### src/rtl/mem_pkg.sv
// rtl/mem_pkg.sv - shared constants, types and state encoding for the memory arbiter slice
package mem_pkg;

  localparam int MEM_ADDR_W = 5;
  localparam int MEM_DATA_W = 32;
  localparam int MEM_DEPTH  = 32;

  typedef logic [MEM_ADDR_W-1:0] mem_addr_t;
  typedef logic [MEM_DATA_W-1:0] mem_data_t;

  typedef enum logic {
    INIT = 1'b0,
    RUN  = 1'b1
  } arb_state_t;

  function automatic int next_idx(input int idx, input int n);
    return (idx + 1 >= n) ? 0 : idx + 1;
  endfunction

endpackage

### src/rtl/rr_arbiter.sv
// rtl/rr_arbiter.sv - round-robin grant: first valid requester at or above ptr, wrapping modulo N
module rr_arbiter #(
  parameter int N  = 2,
  parameter int PW = 1
) (
  input  logic [N-1:0]  valid,
  input  logic [PW-1:0] ptr,
  output logic [N-1:0]  grant,
  output logic [PW-1:0] winner,
  output logic          any
);

  // Walk from the farthest offset to the nearest so the closest valid requester wins last.
  always_comb begin
    winner = '0;
    for (int k = N - 1; k >= 0; k--) begin
      if (valid[(int'(ptr) + k) % N]) begin
        winner = PW'((int'(ptr) + k) % N);
      end
    end
  end

  assign any = |valid;

  always_comb begin
    grant         = '0;
    grant[winner] = any;
  end

endmodule

### src/rtl/mem_arbiter.sv
// rtl/mem_arbiter.sv - round-robin arbiter in front of a 1-cycle-latency RAM; MEM_ARB_INIT_EN adds a zero-fill INIT phase
module mem_arbiter
  import mem_pkg::*;
#(
  parameter int N_REQ  = 2,
  parameter int ADDR_W = MEM_ADDR_W,
  parameter int DATA_W = MEM_DATA_W
) (
  input  logic                      clk,
  input  logic                      rst,
  input  logic [N_REQ-1:0]          req_valid,
  input  logic [N_REQ-1:0]          req_we,
  input  logic [N_REQ*ADDR_W-1:0]   req_addr,
  input  logic [N_REQ*DATA_W-1:0]   req_wdata,
  output logic [N_REQ-1:0]          req_ready,
  output logic [N_REQ-1:0]          rsp_valid,
  output logic [DATA_W-1:0]         rsp_rdata,
  output logic                      init_done,
  output logic                      mem_wd_en,
  output logic                      mem_rd_en,
  output logic [ADDR_W-1:0]         mem_addr,
  output logic [DATA_W-1:0]         mem_din,
  input  logic [DATA_W-1:0]         mem_dout
);

  localparam int PTR_W = (N_REQ > 1) ? $clog2(N_REQ) : 1;

  arb_state_t        state, state_nxt;
  logic [PTR_W-1:0]  rr_ptr;
  logic [PTR_W-1:0]  winner;
  logic [PTR_W-1:0]  rd_owner;
  logic              rd_pend;
  logic [N_REQ-1:0]  valid_run;
  logic [N_REQ-1:0]  grant;
  logic              xfer;
  logic              xfer_we;
  logic              init_last;

`ifdef MEM_ARB_INIT_EN
  localparam arb_state_t RESET_STATE = INIT;

  logic [ADDR_W-1:0] init_cnt;

  always_ff @(posedge clk or posedge rst) begin
    if (rst) begin
      init_cnt <= '0;
    end else if (state == INIT) begin
      init_cnt <= init_cnt + ADDR_W'(1);
    end
  end

  assign init_last = &init_cnt;
`else
  localparam arb_state_t RESET_STATE = RUN;

  assign init_last = 1'b0;
`endif

  always_ff @(posedge clk or posedge rst) begin
    if (rst) begin
      state <= RESET_STATE;
    end else begin
      state <= state_nxt;
    end
  end

  always_comb begin
    state_nxt = state;
    case (state)
      INIT:    if (init_last) state_nxt = RUN;
      RUN:     state_nxt = RUN;
      default: state_nxt = RESET_STATE;
    endcase
  end

  // Grants are masked while reset is held so the pins show their reset values throughout.
  assign valid_run = (state == RUN && !rst) ? req_valid : '0;

  rr_arbiter #(
    .N  (N_REQ),
    .PW (PTR_W)
  ) u_rr (
    .valid  (valid_run),
    .ptr    (rr_ptr),
    .grant  (grant),
    .winner (winner),
    .any    (xfer)
  );

  assign req_ready = grant;
  assign xfer_we   = req_we[winner];

  always_comb begin
    mem_wd_en = 1'b0;
    mem_rd_en = 1'b0;
    mem_addr  = '0;
    mem_din   = '0;
    if (xfer) begin
      mem_wd_en = xfer_we;
      mem_rd_en = ~xfer_we;
      mem_addr  = req_addr[winner*ADDR_W +: ADDR_W];
      mem_din   = req_wdata[winner*DATA_W +: DATA_W];
    end
`ifdef MEM_ARB_INIT_EN
    if (state == INIT && !rst) begin
      mem_wd_en = 1'b1;
      mem_addr  = init_cnt;
    end
`endif
  end

  always_ff @(posedge clk or posedge rst) begin
    if (rst) begin
      rr_ptr   <= '0;
      rd_pend  <= 1'b0;
      rd_owner <= '0;
    end else begin
      rd_pend <= xfer & ~xfer_we;
      if (xfer) begin
        rr_ptr <= PTR_W'(next_idx(int'(winner), N_REQ));
        if (!xfer_we) begin
          rd_owner <= winner;
        end
      end
    end
  end

  // RAM output is already registered, so read data passes straight through to the shared bus.
  always_comb begin
    rsp_valid = '0;
    if (rd_pend) begin
      rsp_valid[rd_owner] = 1'b1;
    end
  end

  assign rsp_rdata = mem_dout;
  assign init_done = (state == RUN);

endmodule

### config.mk
export PLATFORM = sky130hd
export DESIGN_NAME = mem_arbiter
export DESIGN_NICKNAME = d
export VERILOG_FILES = /design/src/rtl/mem_pkg.sv /design/src/rtl/rr_arbiter.sv /design/src/rtl/mem_arbiter.sv
export SDC_FILE = /design/constraint.sdc
export NUM_CORES = 1
export LEC_CHECK = 0
export CAP_MARGIN = 40
export CORE_AREA = 2 2 72 74
export CTS_BUF_LIST = sky130_fd_sc_hd__clkbuf_2 sky130_fd_sc_hd__clkbuf_4 sky130_fd_sc_hd__clkbuf_8
export DETAILED_ROUTE_END_ITERATION = 6
export DIE_AREA = 0 0 74 76
export PLACE_DENSITY_LB_ADDON = 0.12
export SLEW_MARGIN = 20
export SYNTH_ARGS = -nofsm -noshare
export SYNTH_HDL_FRONTEND = slang
export SYNTH_HIERARCHICAL = 1
export SYNTH_SLANG_ARGS = --single-unit
export TNS_END_PERCENT = 100
### constraint.sdc
create_clock -name clk -period 3.31 [get_ports clk]
set_input_delay 0.8275 -clock clk [delete_from_list [all_inputs] [get_ports clk]]
set_output_delay 0.8275 -clock clk [all_outputs]
set_load 0.02 [all_outputs]
* Word level (Yosys, flattened, before mapping)
Cells that the tools add are included. W data, S select, Z words.
Storage, ports and cells: flip-flop bits (word level) 4, bits in latches 0, bits in writable memories 0, memory bits (read-only) 0, input bits 112, output and inout port bits 76, logic and storage cells 48, memories kept 0
Cells by class: add/sub/neg operators 2, $mul 1, div/mod/pow operators 0, $lt $le $gt $ge 7, eq/ne operators 0, shift-type cells 2, mux-type cells 21, bitwise logic cells 5, reduce and logical (&&, ||, !) cells 6
Operators with widths (count):
- $shiftx A64 B7 Y32 | 1
- $mux W32 | 1
- $mux W1 | 14
- $shiftx A10 B5 Y5 | 1
- $lt A1 B2 Y1 const B | 3
- $mux W5 | 1
- $mul A1 B3 Y4 const B | 1
- $mux W2 | 2
- $logic_and A1 B1 Y1 | 3
- $lt A2 B3 Y1 const B | 1
- $add A1 B1 Y2 const B | 1
- $and A2 B2 Y2 | 1
- $demux W1 S1 | 2
- $ge A1 B1 Y1 const B | 2
- $ge A2 B2 Y1 const B | 1
- $not A1 Y1 | 2
- $pmux W1 S2 | 1
- $reduce_and A2 Y1 | 1
- $reduce_or A2 Y1 | 1
- $add A1 B1 Y1 const B | 1
- $and A1 B1 Y1 | 1
- $and A1 B1 Y1 const A | 1
- $logic_not A1 Y1 | 1

* Depth between registers and ports, before layout
Gate-level depths: netlist of the first run.
depth in word-level cells 13, mapped depth 6, depth with buffers taken out 5

* Hierarchy
Netlist of the first run, hierarchy kept.
By module, submodules not included:
- mem_arbiter | instances 1, cells each 135, area an instance 1089.8 µm², seq. area each 75.1 µm²
- rr_arbiter | instances 1, cells each 5, area an instance 32.5 µm², seq. area each 0.0 µm²

* Worst setup path before layout of the first run
Ideal clock, no wire load.
kind input-to-output, start input req_valid[1], end output mem_rd_en, arrival time 1.951 ns, required time 2.483 ns, path slack 0.531 ns, stages on the path 6, buffers on the path 2, cells stage by stage nor2b_1 -> a21boi_1 -> buf_6 -> buf_6 -> mux2i_1 -> and2_1
On the way: word-level cells in the longest chain between the ends 10, elaborated cells on any way between the ends 13, those cells by class mux (11); bitwise (1); reduce/logical (1)
Ends and longest elaborated chain:
- from (decl) | line mem_arbiter.sv:11 | input logic [N_REQ-1:0] req_valid,
- $mux W2 (*) | line mem_arbiter.sv:77 | assign valid_run = (state == RUN && !rst) ? req_valid : '0;
- $mux W1 (implied by the code) (3 in series) | line rr_arbiter.sv:17 | if (valid[(int'(ptr) + k) % N]) begin
- $mux W1 | line rr_arbiter.sv:17
- $mux W1 (*) | line rr_arbiter.sv:17
- net winner | line mem_arbiter.sv:30 | logic [PTR_W-1:0] winner;
- $mux W1 (implied by the code) (*) (2 in series) | line mem_arbiter.sv:91 | assign xfer_we = req_we[winner];
- $not A1 Y1 (no source line) (*)
- $mux W1 (*) | line mem_arbiter.sv:98 | if (xfer) begin
- to (decl) | line mem_arbiter.sv:20 | output logic mem_rd_en,
Mark *: on every way through the listed nets, which the timed path passes. The rest lies on a longest branch. The select of a mux whose other input is x is not followed.

* Final worst setup path of the first run
start input req_valid[1], end output mem_wd_en
On the way: word-level cells in the longest chain between the ends 9, elaborated cells on any way between the ends 12, those cells by class mux (11); reduce/logical (1)
Ends and longest elaborated chain:
- $mux W2 (*) | line mem_arbiter.sv:77
- net valid_run[1] | line mem_arbiter.sv:33 | logic [N_REQ-1:0] valid_run;
- $mux W1 (implied by the code) (3 in series) | line rr_arbiter.sv:17
- $mux W1 | line rr_arbiter.sv:17
- $mux W1 (*) | line rr_arbiter.sv:17
- net winner | line mem_arbiter.sv:30
- $mux W1 (implied by the code) (*) (2 in series) | line mem_arbiter.sv:91
- $mux W1 (*) | line mem_arbiter.sv:98
- to (decl) | line mem_arbiter.sv:19 | output logic mem_wd_en,
Marked as above.

==> metrics.cfg, run 1 <==
[sta]
finalMaxSlewViolations=0
hold_viol=0
period_share=0.9797
max_freq_mhz=308.4
rsz0062_at_grt=yes
fin_crit_ns=3.243
finClkSkew_ns=0.001957
setup_viol=0

[floorplan]
io_pins=188
initial_core_util=0.2285
dieWidth_um=74
rows=26
dieHeight_um=76
core_region_area_um2=4912
die_area_um2=5624

[synth]
synth_fp_nets=252
synthCells=140
synth.distinct_cells=15
yosysWarnings=6
syn_area_um2=1122
synth-seq-area-share=0.06689
ys_seq_elements=3
avgSynthCellArea_um2=8.017

[cts]
cts.clk_slew.worst_paths_ns=0.03
cts.sinks=3
clk_latency_ns=0.21
tritoncts=built
ctsHoldBuffers=0
cts_root_buffer=clkbuf_8
clk_path_buf_depth=2
cts_buffers=3
htree_levels=1

[layout]
layout-drive-gt1-share=0.2532
synthToLayoutAreaGrowth_pct=94.65
regArea_um2=75.07
num_antenna_cells=0
stdcell_count=307
fill_cells=513
nets=350
multi_input_area_um2=749.5
final_area_um2=2185

[placement]
place.gp.congestion=0.6919
port_buffers=122
hpwl_um=3099
dpl_cell_area_um2=2240
placed_cells_incl_taps=299

[grt]
antenna_found_initial=0
grt_usage=0.1250
overflow=0
grt_pass1_vias=1242
grt_pass1_wl_um=5713
grt_max_degree=25

[routing]
drt-wirelength-per-cell_um=12.93
drt_iter0_drc=9
firstDrtPassIters=3
vias=1270
totalWireLength_um=3971
vias_per_cell=4.137
ant_nets=0
drc=0

[setup_path]
cp-end-kind=output pin
criticalPathCategory=input pin to output pin
critPathLaunchType=input pin
cp_max_fo=3
critPathLaunch=req_valid[1]
critPathRequiredTime_ns=2.48
r2r-start=rr_ptr
cp.arrival_ns=2.42

[pwr]
power.density_nw_per_um2=212.1
p_leak_nw=0.9582
ir_drop_mv=0.2436

[hold_path]
hold_path_class=flop to flop
min_from=rr_ptr

[flow_run]
max_cap_violations=0

[status]
outcome=finished, final reports clean

==> placed cells by master, fill, tap and decap left out <==
cell / synthesis / final
clkdlybuf4s50_1: 0 / 82
nor2b_1: 41 / 39
mux2i_1: 39 / 37
clkbuf_2: 0 / 27
buf_2: 1 / 9
buf_4: 33 / 8
inv_1: 4 / 4
buf_12: 0 / 4
clkbuf_8: 0 / 3
dfrtp_1: 3 / 3
and2_1: 2 / 2
a21oi_1: 2 / 2
dlygate4sd2_1: 0 / 2
buf_6: 5 / 2
a21boi_1: 3 / 2
mux2i_4: 0 / 1
nand2b_1: 1 / 1
nor2_1: 1 / 1
mux2i_2: 0 / 1
nor2b_2: 0 / 1
nor2b_4: 0 / 1
conb_1: 1 / 1
clkbuf_4: 0 / 1
buf_16: 0 / 1
or2_1: 1 / 1
a21boi_4: 0 / 1
==> cell families after synthesis <==
| group | Yosys count | share of synthesized area |
|---|---|---|
| and+or+nand+nor | 46 | 0.2542 |
| buffers and inverters | 46 | 0.2988 |
| muxes | 39 | 0.3478 |
| AOI/OAI and AO/OA | 5 | 0.02898 |
| DFF | 3 | 0.06689 |
| other | 1 | 0.003341 |
==> routing by layer <==
layer,global-route usage,part of all wire,up-vias
met1,0.1223,0.36,562
met2,0.2438,0.51,83
met5,0,0,-
met3,0.03968,0.12,12
met4,0.02909,0.011,0
li1,-,-,613
==> worst max-delay path, cell delays in order <==
cell and delay, ns:
clkdlybuf4s50_1 0.47, nor2b_4 0.15, a21boi_4 0.21, buf_4 0.16, mux2i_4 0.22, nor2b_1 0.06
dlygate4sd2_1 0.32
==> cells in the mapped netlist <==
cell      number  area [µm²]
mux2i_1       39       390.4
dfrtp_1        3       75.07
inv_1          4       15.01
nand2b_1       1       6.260
or2_1          1       6.260
clkbuf_1       3       11.26
and2_1         2       12.51
nor2_1         1       3.750
a21oi_1        2       10.01
conb_1         1       3.750
buf_2          1       5.000
buf_6          5       56.30
a21boi_1       3       22.52
buf_4         33       247.7
nor2b_1       41       256.5
==> sequential cells by signal, summed over array words and instances (netlist names) <==
signal	count
rd_owner	1
rd_pend	1
rr_ptr	1
==> stage by stage <==
stage / TNS [ns] / total power, mW / hold WS [ns] / worst slack, ns / util
global placement: -12.78 / 0.3734 / 0.5426 / -0.3746 / 0.4559
global route: -0.03685 / 0.4947 / 0.5895 / -0.01534 / 0.4447
detailed placement: -12.89 / 0.3742 / 0.5493 / -0.3833 / 0.4559
CTS: 0 / 0.4757 / 0.5542 / 0.003052 / 0.4659
finish: 0 / 0.4634 / 0.5539 / 0.06705 / 0.4447
floorplan: 0 / 0.2407 / 0.5102 / 0.5315 / -
==> power breakdown <==
| group | leakage, nW | internal (mW) | switching, mW |
|---|---|---|---|
| Combinational | 0.895 | 0.180 | 0.130 |
| Clock | 0.0262 | 0.0901 | 0.0216 |
| Sequential | 0.0369 | 0.0399 | 0.00205 |
==> repair_timing <==
item                       CTS  global route
pin swaps                    0             0
cloned                       1             0
setup endpoints to repair   40            39
setup buffers                3             0
gates resized for setup     86            52
hold endpoints to repair     0             0
==> final timing paths <==
| check | endpoint | cells past startpoint | slack [ns] |
|---|---|---|---|
| hold reg to reg | rr_ptr | 2 | 0.55 |
| setup / recovery | mem_wd_en | 7 | 0.07 |
| max in group asynchronous | rd_pend | 3 | 2.36 |
| setup reg to reg | rd_pend | 5 | 2.05 |
| hold / removal | rr_ptr | 2 | 0.55 |
| min in group asynchronous | rr_ptr | 3 | 0.83 |
==> cell type report <==
| class | instances | area share |
|---|---|---|
| Clock buffer | 4 | 0.02234 |
| Multi-Input combinational cell | 91 | 0.3431 |
| Sequential cell | 3 | 0.03436 |
| Timing Repair Buffer | 135 | 0.5533 |
| Inverter | 4 | 0.006873 |
| Tap cell | 70 | 0.04009 |
Note: power is estimated with default switching activity, not from simulation.
==> inputs of run 2 (changes only) <==
--- a/config.mk
+++ b/config.mk
@@ -10,6 +10,7 @@
 export CTS_BUF_LIST = sky130_fd_sc_hd__clkbuf_2 sky130_fd_sc_hd__clkbuf_4 sky130_fd_sc_hd__clkbuf_8
 export DETAILED_ROUTE_END_ITERATION = 6
 export DIE_AREA = 0 0 74 76
+export DONT_BUFFER_PORTS = 1
 export PLACE_DENSITY_LB_ADDON = 0.12
 export SLEW_MARGIN = 20
 export SYNTH_ARGS = -nofsm -noshare
==> run 2 against run 1 <==
Compared with the run above: clock skew grew 0.00082 ns; global-route usage shrank 4.7 points; critical path depth shrank 2; fmax grew 10%; largest cell class is now multi-input combinational cells; worst setup slack gained 0.30 ns.
==> metrics.cfg, run 2 (synthesized netlist as in run 1, its figures left out) <==
[layout]
regArea_um2=75.07  ; unchanged
fill_cells=540  ; +5.3%
synthToLayoutAreaGrowth_pct=12.49
multi_input_area_um2=723.2  ; -3.5%
largestRegisters=rd_owner: 1 flops, rd_pend: 1 flops, rr_ptr: 1 flops
fin_util=0.2570  ; -0.1877
final_common_cell=nor2b_1
num_antenna_cells=0  ; unchanged
nets=255  ; -27%
final_cell_mix=nor2b_1 (41), mux2i_1 (39), buf_4 (39)
final_area_um2=1262  ; -42%
layout-drive-gt1-share=0.3169  ; +0.06374

[grt]
grt_pass1_wl_um=3601  ; -37%
antenna_found_initial=0  ; unchanged
grt_max_degree=43  ; +72%
overflow=0  ; unchanged
grt_usage=0.07776  ; -0.04724
grt_pass1_vias=801  ; -36%

[sta]
period_share=0.8898  ; -0.08992
setup_viol=0  ; unchanged
setup_slack_ns=0.3647  ; +0.2976 ns
tns_ns=0  ; unchanged
fin_crit_ns=2.945  ; -0.2976 ns
hold_viol=0  ; unchanged
max_freq_mhz=339.5  ; +10%
finalMaxSlewViolations=0  ; unchanged
rsz0062_at_grt=no
finClkSkew_ns=0.002781  ; +0.0008239 ns

[cts]
clk_path_buf_depth=2  ; unchanged
tritoncts=built
htree_levels=1  ; unchanged
cts_setup_buffers=0  ; -3
clk_latency_ns=0.21  ; about the same
ctsHoldBuffers=0  ; unchanged
cts_buffers=3  ; unchanged
cts.clk_slew.worst_paths_ns=0.03  ; about the same
cts_root_buffer=clkbuf_8
cts.sinks=3  ; unchanged
cts_resized=0  ; -100%

[floorplan]
dieWidth_um=74  ; unchanged
die_area_um2=5624  ; unchanged
dieHeight_um=76  ; unchanged
rows=26  ; unchanged
initial_core_util=0.2285  ; unchanged
io_pins=188  ; unchanged
core_region_area_um2=4912  ; unchanged

[routing]
totalWireLength_um=2793  ; -30%
drt_iter0_drc=5  ; -4
ant_nets=0  ; unchanged
drt-wirelength-per-cell_um=13.17  ; +1.9%
firstDrtPassIters=2  ; -1
vias_per_cell=4.354  ; +5.2%
drc=0  ; unchanged
vias=923  ; -27%

[setup_path]
cp-end-kind=output pin
critPathRequiredTime_ns=2.48  ; about the same
cp_max_fo=40  ; +37
path_buf_inv=1  ; -2
critical-path-top-delay-family=simple AND/OR/NAND/NOR gates
r2r-start=rr_ptr
rr_worst_depth=5  ; unchanged
critPathLaunchType=input pin
slowest_stage=buf_12
reg2reg_to=rd_pend
criticalPathCategory=input pin to output pin
cp.arrival_ns=2.12  ; -0.30 ns
cpPeakStageDelay_ns=0.28  ; -0.19 ns
reg2reg_slack_ns=1.74  ; -0.31 ns
crit_chain=nor2b_1 -> a21boi_4 -> buf_12 -> mux2i_1 -> and2_1

[flow_run]
max_cap_violations=0  ; unchanged

[placement]
hpwl_um=2272  ; -27%
dpl_cell_area_um2=1214  ; -46%
place.gp.congestion=0.6071  ; -12%
port_buffers=0  ; -100%
pre_cts_slack_ns=0.3456  ; +0.7288 ns

[status]
outcome=finished, final reports clean

[hold_path]
hold_path_class=input pin to async pin

[pwr]
p_leak_nw=0.5645  ; -41%
p_total_mw=0.3529  ; -24%
power.density_nw_per_um2=279.5  ; +32%
ir_drop_mv=0.2324  ; -4.6%

[run 2: cell count changes in the layout (fill, tap and decap cells not counted), moves of 2 or more]
| cell | change |
|---|---|
| dlygate4sd2_1 | -2 |
| nor2b_1 | +2 |
| mux2i_1 | +2 |
| buf_6 | -2 |
| buf_4 | +31 |
| buf_2 | -9 |
| buf_12 | -3 |
| clkdlybuf4s50_1 | -82 |
| clkbuf_2 | -27 |
[run 2: routing by layer]
| metal | global-route usage | up-vias | share of wire | routed length, µm |
|---|---|---|---|---|
| li1 | - | 421 | - | - |
| met1 | 0.06034 | 408 | 0.30 | 846 |
| met2 | 0.1616 | 84 | 0.55 | 1532 |
| met3 | 0.03175 | 10 | 0.14 | 384 |
| met4 | 0.02364 | 0 | 0.010 | 29 |
| met5 | 0 | - | 0 | 0 |
[run 2: through the flow]
stage	instances	hold WS, ns
after CTS	212	0.3818
after floorplan	140	0.5102
after global placement	208	0.5511
after global routing	212	0.3782
after detailed placement	208	0.5532
final	212	0.3763
[run 2: layout make-up]
type,count,area share
repair buffers,40,0.2478
clock buffers,4,0.03865
inverters,4,0.01189
flip-flops and latches,3,0.05946
multi-input cells,91,0.5728
well taps,70,0.06938
[run 2: worst register-to-register path, cell delays in order (launching register included)]
cell,delay [ns]
dfrtp_1,0.36
inv_1,0.09
a21boi_4,0.18
buf_12,0.28
mux2i_1,0.27
and2_1,0.28
[run 2: power breakdown]
part	internal (mW)	switching [mW]	leakage, nW
logic	0.0910	0.109	0.501
registers	0.0399	0.00209	0.0369
clock network	0.0900	0.0212	0.0262
total	0.221	0.132	0.565
[run 2: worst max-delay path by stage]
stage / from / endpoint / slack (ns) / cells after the start
2_1_floorplan: req_valid[1] / mem_rd_en / 0.53 / 6
3_3_place_gp: req_valid[1] / mem_rd_en / 0.42 / 5
3_5_place_dp: req_valid[1] / mem_rd_en / 0.35 / 5
4_1_cts: req_valid[1] / mem_rd_en / 0.36 / 5
5_1_grt: req_valid[1] / mem_rd_en / 0.23 / 5
6_report: req_valid[1] / mem_rd_en / 0.36 / 5
